`config.mk`:
```
export PLATFORM = sky130hd
export DESIGN_NAME = pipeline_frame_ctrl_flat
export DESIGN_NICKNAME = d
export VERILOG_FILES = /design/src/rtl/pipeline_ctrl_pkg.sv /design/src/rtl/pipeline_frame_ctrl_if.sv /design/src/rtl/ctrl_row_counter.sv /design/src/rtl/pipeline_frame_ctrl.sv /design/src/flat_wrapper.sv
export SDC_FILE = /design/constraint.sdc
export NUM_CORES = 1
export LEC_CHECK = 0
export ABC_AREA = 1
export ABC_CLOCK_PERIOD_IN_PS = 1680
export CORE_MARGIN = 1.5
export CORE_UTILIZATION = 40
export DETAILED_ROUTE_END_ITERATION = 8
export PLACE_DENSITY = 0.72
export SYNTH_ARGS = -nofsm -noshare
export SYNTH_HDL_FRONTEND = slang
export SYNTH_SLANG_ARGS = --single-unit
```
`constraint.sdc`:
```
create_clock -name clk_i -period 1.68 [get_ports clk_i]
set_input_delay 0.252 -clock clk_i [delete_from_list [all_inputs] [get_ports clk_i]]
set_output_delay 0.252 -clock clk_i [all_outputs]
set_load 0.1 [all_outputs]
```
`src/rtl/pipeline_ctrl_pkg.sv`:
```
// Shared state encoding, output-mode codes and widths for the frame controller.
package pipeline_ctrl_pkg;

  typedef enum logic [2:0] {
    StIdle,
    StFlush,
    StWaitSof,
    StRun,
    StDone
  } ctrl_state_e;

  localparam logic [1:0] MODE_RAW     = 2'd0;
  localparam logic [1:0] MODE_GRAY    = 2'd1;
  localparam logic [1:0] MODE_EDGE    = 2'd2;
  localparam logic [1:0] MODE_EDGE_TH = 2'd3;

  localparam int unsigned EDGE_CNT_W = 20;
  localparam logic [11:0] MAX_PIX    = 12'd4095;

  // Both edge modes accumulate the edge-pixel count.
  function automatic logic mode_counts_edges(input logic [1:0] mode);
    return mode[1];
  endfunction

endpackage

```
`src/rtl/pipeline_frame_ctrl_if.sv`:
```
// Stream and control bundle between the image pipeline, the frame controller and the writer.
interface pipeline_frame_ctrl_if;
  import pipeline_ctrl_pkg::*;

  logic                  start;
  logic                  stop;
  logic                  cont;
  logic [1:0]            mode_req;
  logic [11:0]           thresh;
  logic [15:0]           x_cont;
  logic [15:0]           y_cont;
  logic [11:0]           raw_data;
  logic                  raw_dval;
  logic [11:0]           gray_data;
  logic                  gray_dval;
  logic [11:0]           edge_data;
  logic                  edge_dval;

  logic                  pipe_rst_n;
  logic [11:0]           data;
  logic                  dval;
  logic [1:0]            mode;
  logic                  busy;
  logic                  frame_done;
  logic [EDGE_CNT_W-1:0] edge_cnt;

  modport master (
    output start, stop, cont, mode_req, thresh, x_cont, y_cont,
    output raw_data, raw_dval, gray_data, gray_dval, edge_data, edge_dval,
    input  pipe_rst_n, data, dval, mode, busy, frame_done, edge_cnt
  );

  modport slave (
    input  start, stop, cont, mode_req, thresh, x_cont, y_cont,
    input  raw_data, raw_dval, gray_data, gray_dval, edge_data, edge_dval,
    output pipe_rst_n, data, dval, mode, busy, frame_done, edge_cnt
  );

endinterface

```
`src/rtl/ctrl_row_counter.sv`:
```
// Beat/row position within a frame; raw Bayer rows are twice as long and a frame twice as tall.
module ctrl_row_counter #(
  parameter int unsigned IMG_W       = 640,
  parameter int unsigned IMG_H       = 480,
  parameter int unsigned WARMUP_ROWS = 2
) (
  input  logic clk_i,
  input  logic rst_ni,
  input  logic clear_i,
  input  logic advance_i,
  input  logic raw_mode_i,
  output logic last_beat_o,
  output logic last_row_o,
  output logic warmup_o
);

  localparam int unsigned BeatW = $clog2(2 * IMG_W);
  localparam int unsigned RowW  = $clog2(2 * IMG_H);

  logic [BeatW-1:0] beat_q, beat_d, beat_last;
  logic [RowW-1:0]  row_q, row_d, row_last;

  assign beat_last   = raw_mode_i ? BeatW'(2 * IMG_W - 1) : BeatW'(IMG_W - 1);
  assign row_last    = raw_mode_i ? RowW'(2 * IMG_H - 1) : RowW'(IMG_H - 1);
  assign last_beat_o = (beat_q == beat_last);
  assign last_row_o  = (row_q == row_last);
  assign warmup_o    = (row_q < RowW'(WARMUP_ROWS));

  always_comb begin
    beat_d = beat_q;
    row_d  = row_q;
    if (clear_i) begin
      beat_d = '0;
      row_d  = '0;
    end else if (advance_i) begin
      if (last_beat_o) begin
        beat_d = '0;
        row_d  = last_row_o ? '0 : row_q + RowW'(1);
      end else begin
        beat_d = beat_q + BeatW'(1);
      end
    end
  end

  always_ff @(posedge clk_i) begin
    if (!rst_ni) begin
      beat_q <= '0;
      row_q  <= '0;
    end else begin
      beat_q <= beat_d;
      row_q  <= row_d;
    end
  end

endmodule

```
`src/rtl/pipeline_frame_ctrl.sv`:
```
// Frame sequencer: flushes the pipeline, waits for start of frame, forwards the selected stream
// with warm-up rows masked, and reports a per-frame edge-pixel count.
module pipeline_frame_ctrl
  import pipeline_ctrl_pkg::*;
#(
  parameter int unsigned IMG_W       = 640,
  parameter int unsigned IMG_H       = 480,
  parameter int unsigned WARMUP_ROWS = 2,
  parameter int unsigned FLUSH_CYC   = 4
) (
  input  logic                  clk_i,
  input  logic                  rst_ni,
  pipeline_frame_ctrl_if.slave  bus_io
);

  localparam int unsigned FlushW = $clog2(FLUSH_CYC + 1);

  ctrl_state_e           state_q, state_d;
  logic [FlushW-1:0]     flush_q, flush_d;
  logic [1:0]            mode_q, mode_d;

  logic                  sof, run, beat, pass, edge_hit;
  logic                  sel_dval;
  logic [11:0]           sel_data;
  logic                  last_beat, last_row, warmup;

  logic [EDGE_CNT_W-1:0] acc_q, acc_d;
  logic                  pipe_rst_n_q, pipe_rst_n_d;
  logic [11:0]           data_q, data_d;
  logic                  dval_q, dval_d;
  logic                  busy_q, busy_d;
  logic                  done_q, done_d;
  logic [EDGE_CNT_W-1:0] edge_cnt_q, edge_cnt_d;

  assign sof      = bus_io.raw_dval && (bus_io.x_cont == '0) && (bus_io.y_cont == '0);
  assign run      = (state_q == StRun);
  assign edge_hit = (bus_io.edge_data > bus_io.thresh);
  assign beat     = run && sel_dval;
  assign pass     = beat && !((mode_q != MODE_RAW) && warmup);

  ctrl_row_counter #(
    .IMG_W       (IMG_W),
    .IMG_H       (IMG_H),
    .WARMUP_ROWS (WARMUP_ROWS)
  ) u_row_counter (
    .clk_i       (clk_i),
    .rst_ni      (rst_ni),
    .clear_i     (state_q == StFlush),
    .advance_i   (beat),
    .raw_mode_i  (mode_q == MODE_RAW),
    .last_beat_o (last_beat),
    .last_row_o  (last_row),
    .warmup_o    (warmup)
  );

  always_comb begin
    sel_data = '0;
    sel_dval = 1'b0;
    unique case (mode_q)
      MODE_RAW: begin
        sel_data = bus_io.raw_data;
        sel_dval = bus_io.raw_dval;
      end
      MODE_GRAY: begin
        sel_data = bus_io.gray_data;
        sel_dval = bus_io.gray_dval;
      end
      MODE_EDGE: begin
        sel_data = bus_io.edge_data;
        sel_dval = bus_io.edge_dval;
      end
      MODE_EDGE_TH: begin
        sel_data = edge_hit ? MAX_PIX : 12'd0;
        sel_dval = bus_io.edge_dval;
      end
      default: ;
    endcase
  end

  always_ff @(posedge clk_i) begin
    if (!rst_ni) begin
      state_q <= StIdle;
      flush_q <= '0;
      mode_q  <= MODE_RAW;
    end else begin
      state_q <= state_d;
      flush_q <= flush_d;
      mode_q  <= mode_d;
    end
  end

  always_comb begin
    state_d = state_q;
    flush_d = flush_q;
    mode_d  = mode_q;
    unique case (state_q)
      StIdle:    if (bus_io.start) state_d = StFlush;
      StFlush: begin
        if (flush_q == FlushW'(FLUSH_CYC - 1)) state_d = StWaitSof;
        else flush_d = flush_q + FlushW'(1);
      end
      StWaitSof: if (sof) state_d = StRun;
      StRun:     if (beat && last_beat && last_row) state_d = StDone;
      StDone:    state_d = bus_io.cont ? StFlush : StIdle;
      default:   state_d = StIdle;
    endcase
    if (bus_io.stop) state_d = StIdle;
    // Mode is only sampled as a flush begins so it stays constant for the whole frame.
    if ((state_d == StFlush) && (state_q != StFlush)) begin
      flush_d = '0;
      mode_d  = bus_io.mode_req;
    end
  end

  always_comb begin
    acc_d = acc_q;
    if (state_q == StFlush) begin
      acc_d = '0;
    end else if (pass && mode_counts_edges(mode_q) && edge_hit && (acc_q != '1)) begin
      acc_d = acc_q + EDGE_CNT_W'(1);
    end
    pipe_rst_n_d = !(state_d inside {StIdle, StFlush});
    busy_d       = (state_d != StIdle);
    dval_d       = pass && !bus_io.stop;
    data_d       = pass ? sel_data : data_q;
    done_d       = (state_q == StDone) && !bus_io.stop;
    edge_cnt_d   = edge_cnt_q;
    if (done_d) edge_cnt_d = (mode_q == MODE_RAW) ? '0 : acc_q;
  end

  always_ff @(posedge clk_i) begin
    if (!rst_ni) begin
      acc_q        <= '0;
      pipe_rst_n_q <= 1'b0;
      data_q       <= '0;
      dval_q       <= 1'b0;
      busy_q       <= 1'b0;
      done_q       <= 1'b0;
      edge_cnt_q   <= '0;
    end else begin
      acc_q        <= acc_d;
      pipe_rst_n_q <= pipe_rst_n_d;
      data_q       <= data_d;
      dval_q       <= dval_d;
      busy_q       <= busy_d;
      done_q       <= done_d;
      edge_cnt_q   <= edge_cnt_d;
    end
  end

  assign bus_io.pipe_rst_n = pipe_rst_n_q;
  assign bus_io.data       = data_q;
  assign bus_io.dval       = dval_q;
  assign bus_io.mode       = mode_q;
  assign bus_io.busy       = busy_q;
  assign bus_io.frame_done = done_q;
  assign bus_io.edge_cnt   = edge_cnt_q;

endmodule
```
`src/flat_wrapper.sv`:
```
// flat-port wrapper written by rule: the top's interface ports become plain ports
module pipeline_frame_ctrl_flat import pipeline_ctrl_pkg::*;
#(
  parameter int unsigned IMG_W       = 640,
  parameter int unsigned IMG_H       = 480,
  parameter int unsigned WARMUP_ROWS = 2,
  parameter int unsigned FLUSH_CYC   = 4
)
  (clk_i, rst_ni, bus_io_start, bus_io_stop, bus_io_cont, bus_io_mode_req, bus_io_thresh, bus_io_x_cont, bus_io_y_cont, bus_io_raw_data, bus_io_raw_dval, bus_io_gray_data, bus_io_gray_dval, bus_io_edge_data, bus_io_edge_dval, bus_io_pipe_rst_n, bus_io_data, bus_io_dval, bus_io_mode, bus_io_busy, bus_io_frame_done, bus_io_edge_cnt);
  pipeline_frame_ctrl_if bus_io_i ();
  input  logic clk_i;
  input  logic rst_ni;
  input wire logic [$bits(bus_io_i.start)-1:0] bus_io_start;
  input wire logic [$bits(bus_io_i.stop)-1:0] bus_io_stop;
  input wire logic [$bits(bus_io_i.cont)-1:0] bus_io_cont;
  input wire logic [$bits(bus_io_i.mode_req)-1:0] bus_io_mode_req;
  input wire logic [$bits(bus_io_i.thresh)-1:0] bus_io_thresh;
  input wire logic [$bits(bus_io_i.x_cont)-1:0] bus_io_x_cont;
  input wire logic [$bits(bus_io_i.y_cont)-1:0] bus_io_y_cont;
  input wire logic [$bits(bus_io_i.raw_data)-1:0] bus_io_raw_data;
  input wire logic [$bits(bus_io_i.raw_dval)-1:0] bus_io_raw_dval;
  input wire logic [$bits(bus_io_i.gray_data)-1:0] bus_io_gray_data;
  input wire logic [$bits(bus_io_i.gray_dval)-1:0] bus_io_gray_dval;
  input wire logic [$bits(bus_io_i.edge_data)-1:0] bus_io_edge_data;
  input wire logic [$bits(bus_io_i.edge_dval)-1:0] bus_io_edge_dval;
  output wire logic [$bits(bus_io_i.pipe_rst_n)-1:0] bus_io_pipe_rst_n;
  output wire logic [$bits(bus_io_i.data)-1:0] bus_io_data;
  output wire logic [$bits(bus_io_i.dval)-1:0] bus_io_dval;
  output wire logic [$bits(bus_io_i.mode)-1:0] bus_io_mode;
  output wire logic [$bits(bus_io_i.busy)-1:0] bus_io_busy;
  output wire logic [$bits(bus_io_i.frame_done)-1:0] bus_io_frame_done;
  output wire logic [$bits(bus_io_i.edge_cnt)-1:0] bus_io_edge_cnt;
  assign bus_io_i.start = bus_io_start;
  assign bus_io_i.stop = bus_io_stop;
  assign bus_io_i.cont = bus_io_cont;
  assign bus_io_i.mode_req = bus_io_mode_req;
  assign bus_io_i.thresh = bus_io_thresh;
  assign bus_io_i.x_cont = bus_io_x_cont;
  assign bus_io_i.y_cont = bus_io_y_cont;
  assign bus_io_i.raw_data = bus_io_raw_data;
  assign bus_io_i.raw_dval = bus_io_raw_dval;
  assign bus_io_i.gray_data = bus_io_gray_data;
  assign bus_io_i.gray_dval = bus_io_gray_dval;
  assign bus_io_i.edge_data = bus_io_edge_data;
  assign bus_io_i.edge_dval = bus_io_edge_dval;
  assign bus_io_pipe_rst_n = bus_io_i.pipe_rst_n;
  assign bus_io_data = bus_io_i.data;
  assign bus_io_dval = bus_io_i.dval;
  assign bus_io_mode = bus_io_i.mode;
  assign bus_io_busy = bus_io_i.busy;
  assign bus_io_frame_done = bus_io_i.frame_done;
  assign bus_io_edge_cnt = bus_io_i.edge_cnt;
  pipeline_frame_ctrl #(.IMG_W(IMG_W), .IMG_H(IMG_H), .WARMUP_ROWS(WARMUP_ROWS), .FLUSH_CYC(FLUSH_CYC)) u_core (.clk_i(clk_i), .rst_ni(rst_ni), .bus_io(bus_io_i));
endmodule
```
== Yosys cells after proc, flatten, opt, wreduce, memory -nomap -nowiden ==
Index checks and enable logic that the tools add are counted.
Cells by class
  $add $sub $neg: 4
  reductions and logical operators: 29
  equality and inequality tests: 13
  mux-type cells: 15
  order comparisons: 2
  bitwise logic cells: 2
Operators with widths (count)
  12-bit one-hot mux with 4 select lines: 1
  16-bit zero test: 2
  11-bit 2-to-1 mux: 2
  20-bit by 1-bit adder with 20-bit output, second input constant: 1
  10-bit 2-to-1 mux: 2
  20-bit 2-to-1 mux: 1
  20-bit inequality test, second input constant: 1
  3-bit 2-to-1 mux: 5
  3-bit one-hot mux with 5 select lines: 1
  1-bit logical AND: 13
  12-bit > comparator: 1
  12-bit 2-to-1 mux: 1
  11-bit by 1-bit adder with 11-bit output, second input constant: 1
  11-bit == test: 1
  10-bit by 1-bit adder with 10-bit output, second input constant: 1
  10-bit == test: 1
  10-bit by 2-bit < comparator with 1-bit output, second input constant: 1
  3-bit by 2-bit == test with 1-bit output, second input constant: 3
  3-bit by 1-bit == test with 1-bit output, second input constant: 2
  3-bit zero test: 2
  2-bit OR reduction: 3
  2-bit == test, second input constant: 2
  2-bit AND reduction: 2
  2-bit nonzero test: 2
  other kinds (10): 13
Storage, ports and cells
  register bits after elaboration: 85
  output and inout port bits: 38
  bits of input ports: 90

== Depth between registers and ports, before layout ==
  depth after elaboration: 12
  depth in mapped cells: 14
  mapped depth without buffers: 14

== By module ==
A second synthesis with hierarchy kept.
Second synthesis, totals
  cells, all modules: 741
  area, all modules: 4842.1 um^2
By module, submodules not included
  pipeline_frame_ctrl: area an instance 3593.4 um^2, seq. area each 1281.2 um^2, times used 1, cells each 544
  ctrl_row_counter: area an instance 1248.7 um^2, seq. area each 420.4 um^2, times used 1, cells each 197

== Least setup slack after synthesis ==
Ideal clock, no wire load.
  path type: register to register
  start: register u_core.mode_q[1], in the netlist u_core.bus_io.mode[1]
  end: register u_core.flush_q[1]
  stages on the path, launching flop included: 14
  setup time: 0.116 ns
  period minus slack after synthesis: 2.505 ns
  buffers on the path: 0
  arrival: 2.389 ns
  setup slack: -0.825 ns
  required time: 1.564 ns
  path through: dfxtp_1 > inv_1 > nand2_2 > nand3_1 > nand2_1 > nand2_1 > nor2_4 > nand2_1 > nand2_1 > nand2_1 > nor2_2 > nand2_1 > nand2_1 > nor2_1
Between the ends
  cells in the longest elaborated chain, start to end: 12
  elaborated cells between the ends (all ways): 19
RTL lines
  start, declared: line pipeline_frame_ctrl.sv:20  | logic [1:0] mode_q, mode_d;
  start signal, assigned: line pipeline_frame_ctrl.sv:88  | mode_q <= mode_d;
  2-bit == test: line pipeline_frame_ctrl.sv:59  | unique case (mode_q)
  2-bit OR reduction (no line)
  1-bit one-hot mux with 3 select lines: line pipeline_frame_ctrl.sv:59
  1-bit logical AND: line pipeline_frame_ctrl.sv:38  | assign beat = run && sel_dval;
  1-bit logical AND: line pipeline_frame_ctrl.sv:103  | StRun: if (beat && last_beat && last_row) state_d = StDone;
  1-bit logical AND *: line pipeline_frame_ctrl.sv:103
  3-bit 2-to-1 mux *: line pipeline_frame_ctrl.sv:103
  3-bit one-hot mux with 5 select lines *: line pipeline_frame_ctrl.sv:96  | unique case (state_q)
  3-bit 2-to-1 mux *: line pipeline_frame_ctrl.sv:107  | if (bus_io.stop) state_d = StIdle;
  3-bit by 1-bit == test with 1-bit output *: line pipeline_frame_ctrl.sv:109  | if ((state_d == StFlush) && (state_q != StFlush)) begin
  1-bit logical AND *: line pipeline_frame_ctrl.sv:109
  2-bit OR reduction (no line) *
  end signal, assigned: line pipeline_frame_ctrl.sv:87  | flush_q <= flush_d;
  end, declared: line pipeline_frame_ctrl.sv:19  | logic [FlushW-1:0] flush_q, flush_d;
Every way passes the cells marked *; elsewhere a longest branch is shown, timed or not.
A chain may end at the register's enable or synchronous reset.

== Worst setup path after layout ==
  start: register u_core.acc_q[1]
  end: register u_core.acc_q[2]
Between the ends
  cells in the longest elaborated chain, start to end: 2
  elaborated cells between the ends (all ways): 3
RTL lines
  start, declared: line pipeline_frame_ctrl.sv:27  | logic [EDGE_CNT_W-1:0] acc_q, acc_d;
  start signal, assigned: line pipeline_frame_ctrl.sv:133  | acc_q <= '0;
  start signal, assigned: line pipeline_frame_ctrl.sv:141  | acc_q <= acc_d;
  branches (longest 2 deep; another with 20-bit by 1-bit adder with 20-bit output)
Parallel ways; which one is timed is not known.

==> run summary <==
The run finished, with violations left. The final reports fail on setup timing. The total DRC errors in the routed layout came out at 0. The layout cell share with drive strength beyond 1 came out at roughly two fifths.

The area of the core region came out at 0.0119 mm2. On the final layout, the worst clock skew is 12.4 ps. The signal on the critical path passes through ha_4 -> nand2_4 -> nor2_4 -> nand2_2 -> nor2_4 -> nand3_2 -> nand2_2 -> nor2_4 -> buf_6 -> buf_12 -> buf_16 -> a21oi_4 -> nor2_1. The part of the power in the clock network is around 42%. Averaged over all synthesized cells, the footprint is about 6.5 um2. The worst stage delay on the critical path came out at between 300 and 400 ps. The initial antenna violation count came out at 0. In this run, synthesis produced a sequential element count of 85. Net switching is between 20% and 30% of the power. The average vias per placed instance is 5.50. The number of levels the H-tree was split into came out at 3. The number of cell instances on the worst register-to-register path is 13. The number of cells on the worst hold path came out at 5. The clock latency on the worst-skew pair is 360 ps.

In this run the critical register-to-register path is captured at u_core.acc_q[2]$_SDFFE_PP0P_. The x dimension of the die is ~110 um. In this run the vertical extent of the chip is between 100 and 150 um. Counting along the longest clock path gives a buffer depth of 2. The time the final worst path needs with I/O delays and setup is around 1900 ps.

The detailed-route via count is a little over 6,000. The first-pass iteration count of the detailed router came out at 7. The sequential element share of the synthesized area is 35.1%. The kind of launch point of the worst setup path is a flop. The worst setup slack after layout is -196 ps. The final number of max-transition violations came to 0. Setup repair after global routing could not meet its margin everywhere. From synthesis to final layout, the design area changed by 83.2%.

The number of nets in the final layout is between 1,000 and 1,500. The library cell appearing most often on the critical path is nor2_4. The maximum number of pins on one net before global-route repair is 31. The reported leakage power is 3.77 nW. The detail route stage leaves a number of antenna-violating nets equal to 0. The first-iteration detailed-routing DRC count came out at roughly 750. The cell chosen for the clock root is clkbuf_16. The global route total overflow is 0. The count of input and output buffers came out at 127. The part of the power in registers came out at approximately two fifths.

The internal power of the cells totals about 3.8 mW. The starting utilization of the core area is between 40% and 50%. The total power after layout came out at roughly 5.1 mW.

The count of maximum capacitance violations is 0. The top cell type by area accounts for between 30% and 40% of the synthesized area. The largest fanout on the critical path is 7. After synthesis, the share of flip-flops with an asynchronous set or reset is 0%. The wire length reported by the detailed router is around 19,000 um.

The clock-pin slew of the registers on the worst-case setup and hold paths is about 70 ps. In the synthesized netlist the dominant register cell turns out to be dfxtp_1. The switching power total came out at 1.35 mW.

The startpoint identified for the worst register-to-register timing path is u_core.acc_q[1]$_SDFFE_PP0P_. The worst hold path terminates at u_core.bus_io.data[11]$_SDFFE_PN0P_. In the global route stage, overall resource usage came out at a little over a quarter. After synthesis the cells add up to approximately 0.0049 mm2. The floorplan row count is 40. The last weighted congestion value of the routability-driven placer is 0.910. The internal reg-to-reg setup slack came out at -200 ps.

The top-level I/O count came out at between 100 and 150. The number of failing setup endpoints in the final timing report is 28. The half-perimeter wire length of the detailed placement result came out at approximately 11,000 um. The count of inserted antenna diode cells came out at 0. The class of the most critical hold timing path is primary input to flop.

The worst slew margin relative to its limit came out at between 60% and 70%. The clock buffer count from CTS is 9. Counting instances in the post-synthesis netlist gives the leading cell types as 190 x nand2_1, 105 x nor2_1, 85 x dfxtp_1, 82 x inv_1, 58 x a21oi_1.

The power density over cell area came out at about 580 mW/mm2. The number of enable flip-flop cells after synthesis came out at 0. The top cell type by total area after synthesis is dfxtp_1. The hold buffer count at cts is 0. At the worst endpoint, the required time is slightly below 2000 ps.

The count of final hold-check violations is 0. The slowest stage of the critical path belongs to the cell dfxtp_2. The post-synthesis net count is roughly 850. The critical path in this run is classified as flop to flop. For the pin with the worst max-slew slack, the measured transition is just under 600 ps. The final standard cell utilization of the core is 74.6%. The worst setup path is captured at a flop.

The number of clock sinks came out at 85. The number of unique standard cell types used by synthesis is 38. The combinational cell fraction of total power is between 10% and 20%.

The via count of the first global-routing pass is between 5,000 and 6,000. The first global-routing pass estimated about 27,000 um of wire. By area the synthesized netlist is led by dfxtp_1 35%, nand2_1 15%, nor2_1 8.1%.

The most common cell in the netlist is nand2_1. The overall die area came out at about 0.013 mm2. The routed length per placed instance is between 15 and 20 um. The startpoint identified for the worst hold timing path is bus_io_edge_data[11]. The worst supply voltage drop on vdd is about 410 uV.

The worst path uses 112% of the clock period. Before CTS, the worst setup slack after placement is -694 ps. Data arrives at the worst endpoint at roughly 2100 ps. The count of yosys warnings during synthesis came out at 0. The instance count of the mapped netlist is 741. TritonCTS built the clock tree. The highest attainable clock frequency is between 500 and 600 MHz.
-- timing repair --
action,CTS,global route
setup endpoints to repair,57,64
setup buffers,23,12
pin swaps,62,71
gates cloned,3,0
gates resized for setup,145,168
-- how the worst max path moves through the flow --
stage / startpoint / end / slack (ps) / cells after the start
2_1_floorplan: u_core.bus_io.mode[1]$_SDFFE_PN0P_ / u_core.acc_q[19]$_SDFFE_PP0P_ / -160 / 11
3_3_place_gp: bus_io_thresh[11] / u_core.acc_q[13]$_SDFFE_PP0P_ / -620 / 13
3_5_place_dp: bus_io_thresh[11] / u_core.acc_q[13]$_SDFFE_PP0P_ / -690 / 13
4_1_cts: u_core.acc_q[0]$_SDFFE_PP0P_ / u_core.acc_q[9]$_SDFFE_PP0P_ / -80 / 13
5_1_grt: u_core.bus_io.mode[1]$_SDFFE_PN0P_ / u_core.bus_io.mode[0]$_SDFFE_PN0P_ / -230 / 12
6_report: u_core.acc_q[1]$_SDFFE_PP0P_ / u_core.acc_q[2]$_SDFFE_PP0P_ / -200 / 13
-- critical path: cells and delay by family, from the launching register on --
kind                       cells  cell delay, ps
buffers and inverters          3             390
AOI/OAI and AO/OA              1             130
adders and majority gates      1             170
and+or+nand+nor                8             710
DFF                            1             370
-- layout make-up --
type,instances,area [um2]
Clock buffer,12,268
Clock inverter,4,53.8
Fill cell,770,3030
Inverter,82,315
Multi-Input combinational cell,550,3600
Sequential cell,85,1720
Tap cell,147,184
Timing Repair Buffer,255,2740
-- registers in the layout, summed over array words and instances (netlist names) --
name,count
u_core.acc_q,20
u_core.bus_io.edge_cnt,20
u_core.bus_io.data,12
u_core.u_row_counter.beat_q,11
u_core.bus_io.frame_done,1
u_core.bus_io.pipe_rst_n,1
u_core.flush_q,3
u_core.bus_io.busy,1
u_core.bus_io.dval,1
u_core.bus_io.mode,2
u_core.state_q,3
u_core.u_row_counter.row_q,10
-- cells in the final DEF, fill, tap and decap left out, types with 5 or more instances in the layout --
cell / instances
buf_4: 102
nand2_2: 29
ha_4: 13
clkdlybuf4s15_1: 7
inv_2: 22
o21ai_1: 9
buf_12: 45
nand3_2: 18
nand4_1: 27
clkbuf_16: 10
dfxtp_2: 11
nand3_1: 36
nor3_2: 5
nand2_4: 15
nand2_1: 149
dlygate4sd2_1: 5
nor3_1: 12
inv_1: 58
o21ai_0: 5
dfxtp_1: 72
o21ai_2: 7
nor2_4: 14
clkdlybuf4s50_1: 65
a21oi_2: 15
buf_6: 16
nor2_1: 81
xor2_1: 10
nor2_2: 14
a21oi_4: 8
a21oi_1: 37
clkbuf_2: 12
-- power by group through the flow --
stage                     Combinational, mW  Sequential (mW)  Clock [mW]
after detailed placement              0.717             2.08           0
after global routing                  0.996             2.03        2.26
after CTS                             0.816             2.03        2.14
final                                 0.930             2.03        2.16
after floorplan                       0.272             2.12           0
after global placement                0.710             2.08           0
-- metal layers --
metal	track usage [%]	vias up	routed length, um
li1	-	2917	-
met1	30.4	2876	7290
met2	47.6	356	9370
met3	5.62	90	1650
met4	10.5	0	796
met5	0	-	0
-- cell families after synthesis --
kind of cell	count (synthesis)	share of synthesized area, %
AND/OR/NAND/NOR	421	37.9
XOR/XNOR	14	2.53
flip-flops	85	35.1
multiplexers	1	0.206
buffers and inverters	106	8.59
adder cells (fa/ha/maj)	17	4.38
AO/OA/AOI/OAI	97	11.3
-- through the flow --
| stage | hold slack, ps | TNS, ps | std cells | area (um2) |
|---|---|---|---|---|
| finish | 274 | -3580 | 1135 | 8880 |
| global route | 338 | -6680 | 1135 | 8880 |
| CTS | 445 | -553 | 1129 | 8390 |
| detailed placement | 461 | -24470 | 1087 | 7350 |
| global placement | 456 | -22460 | 1087 | 7350 |
| floorplan | 411 | -4330 | 741 | 4880 |
(Power assumes the default switching activity.)
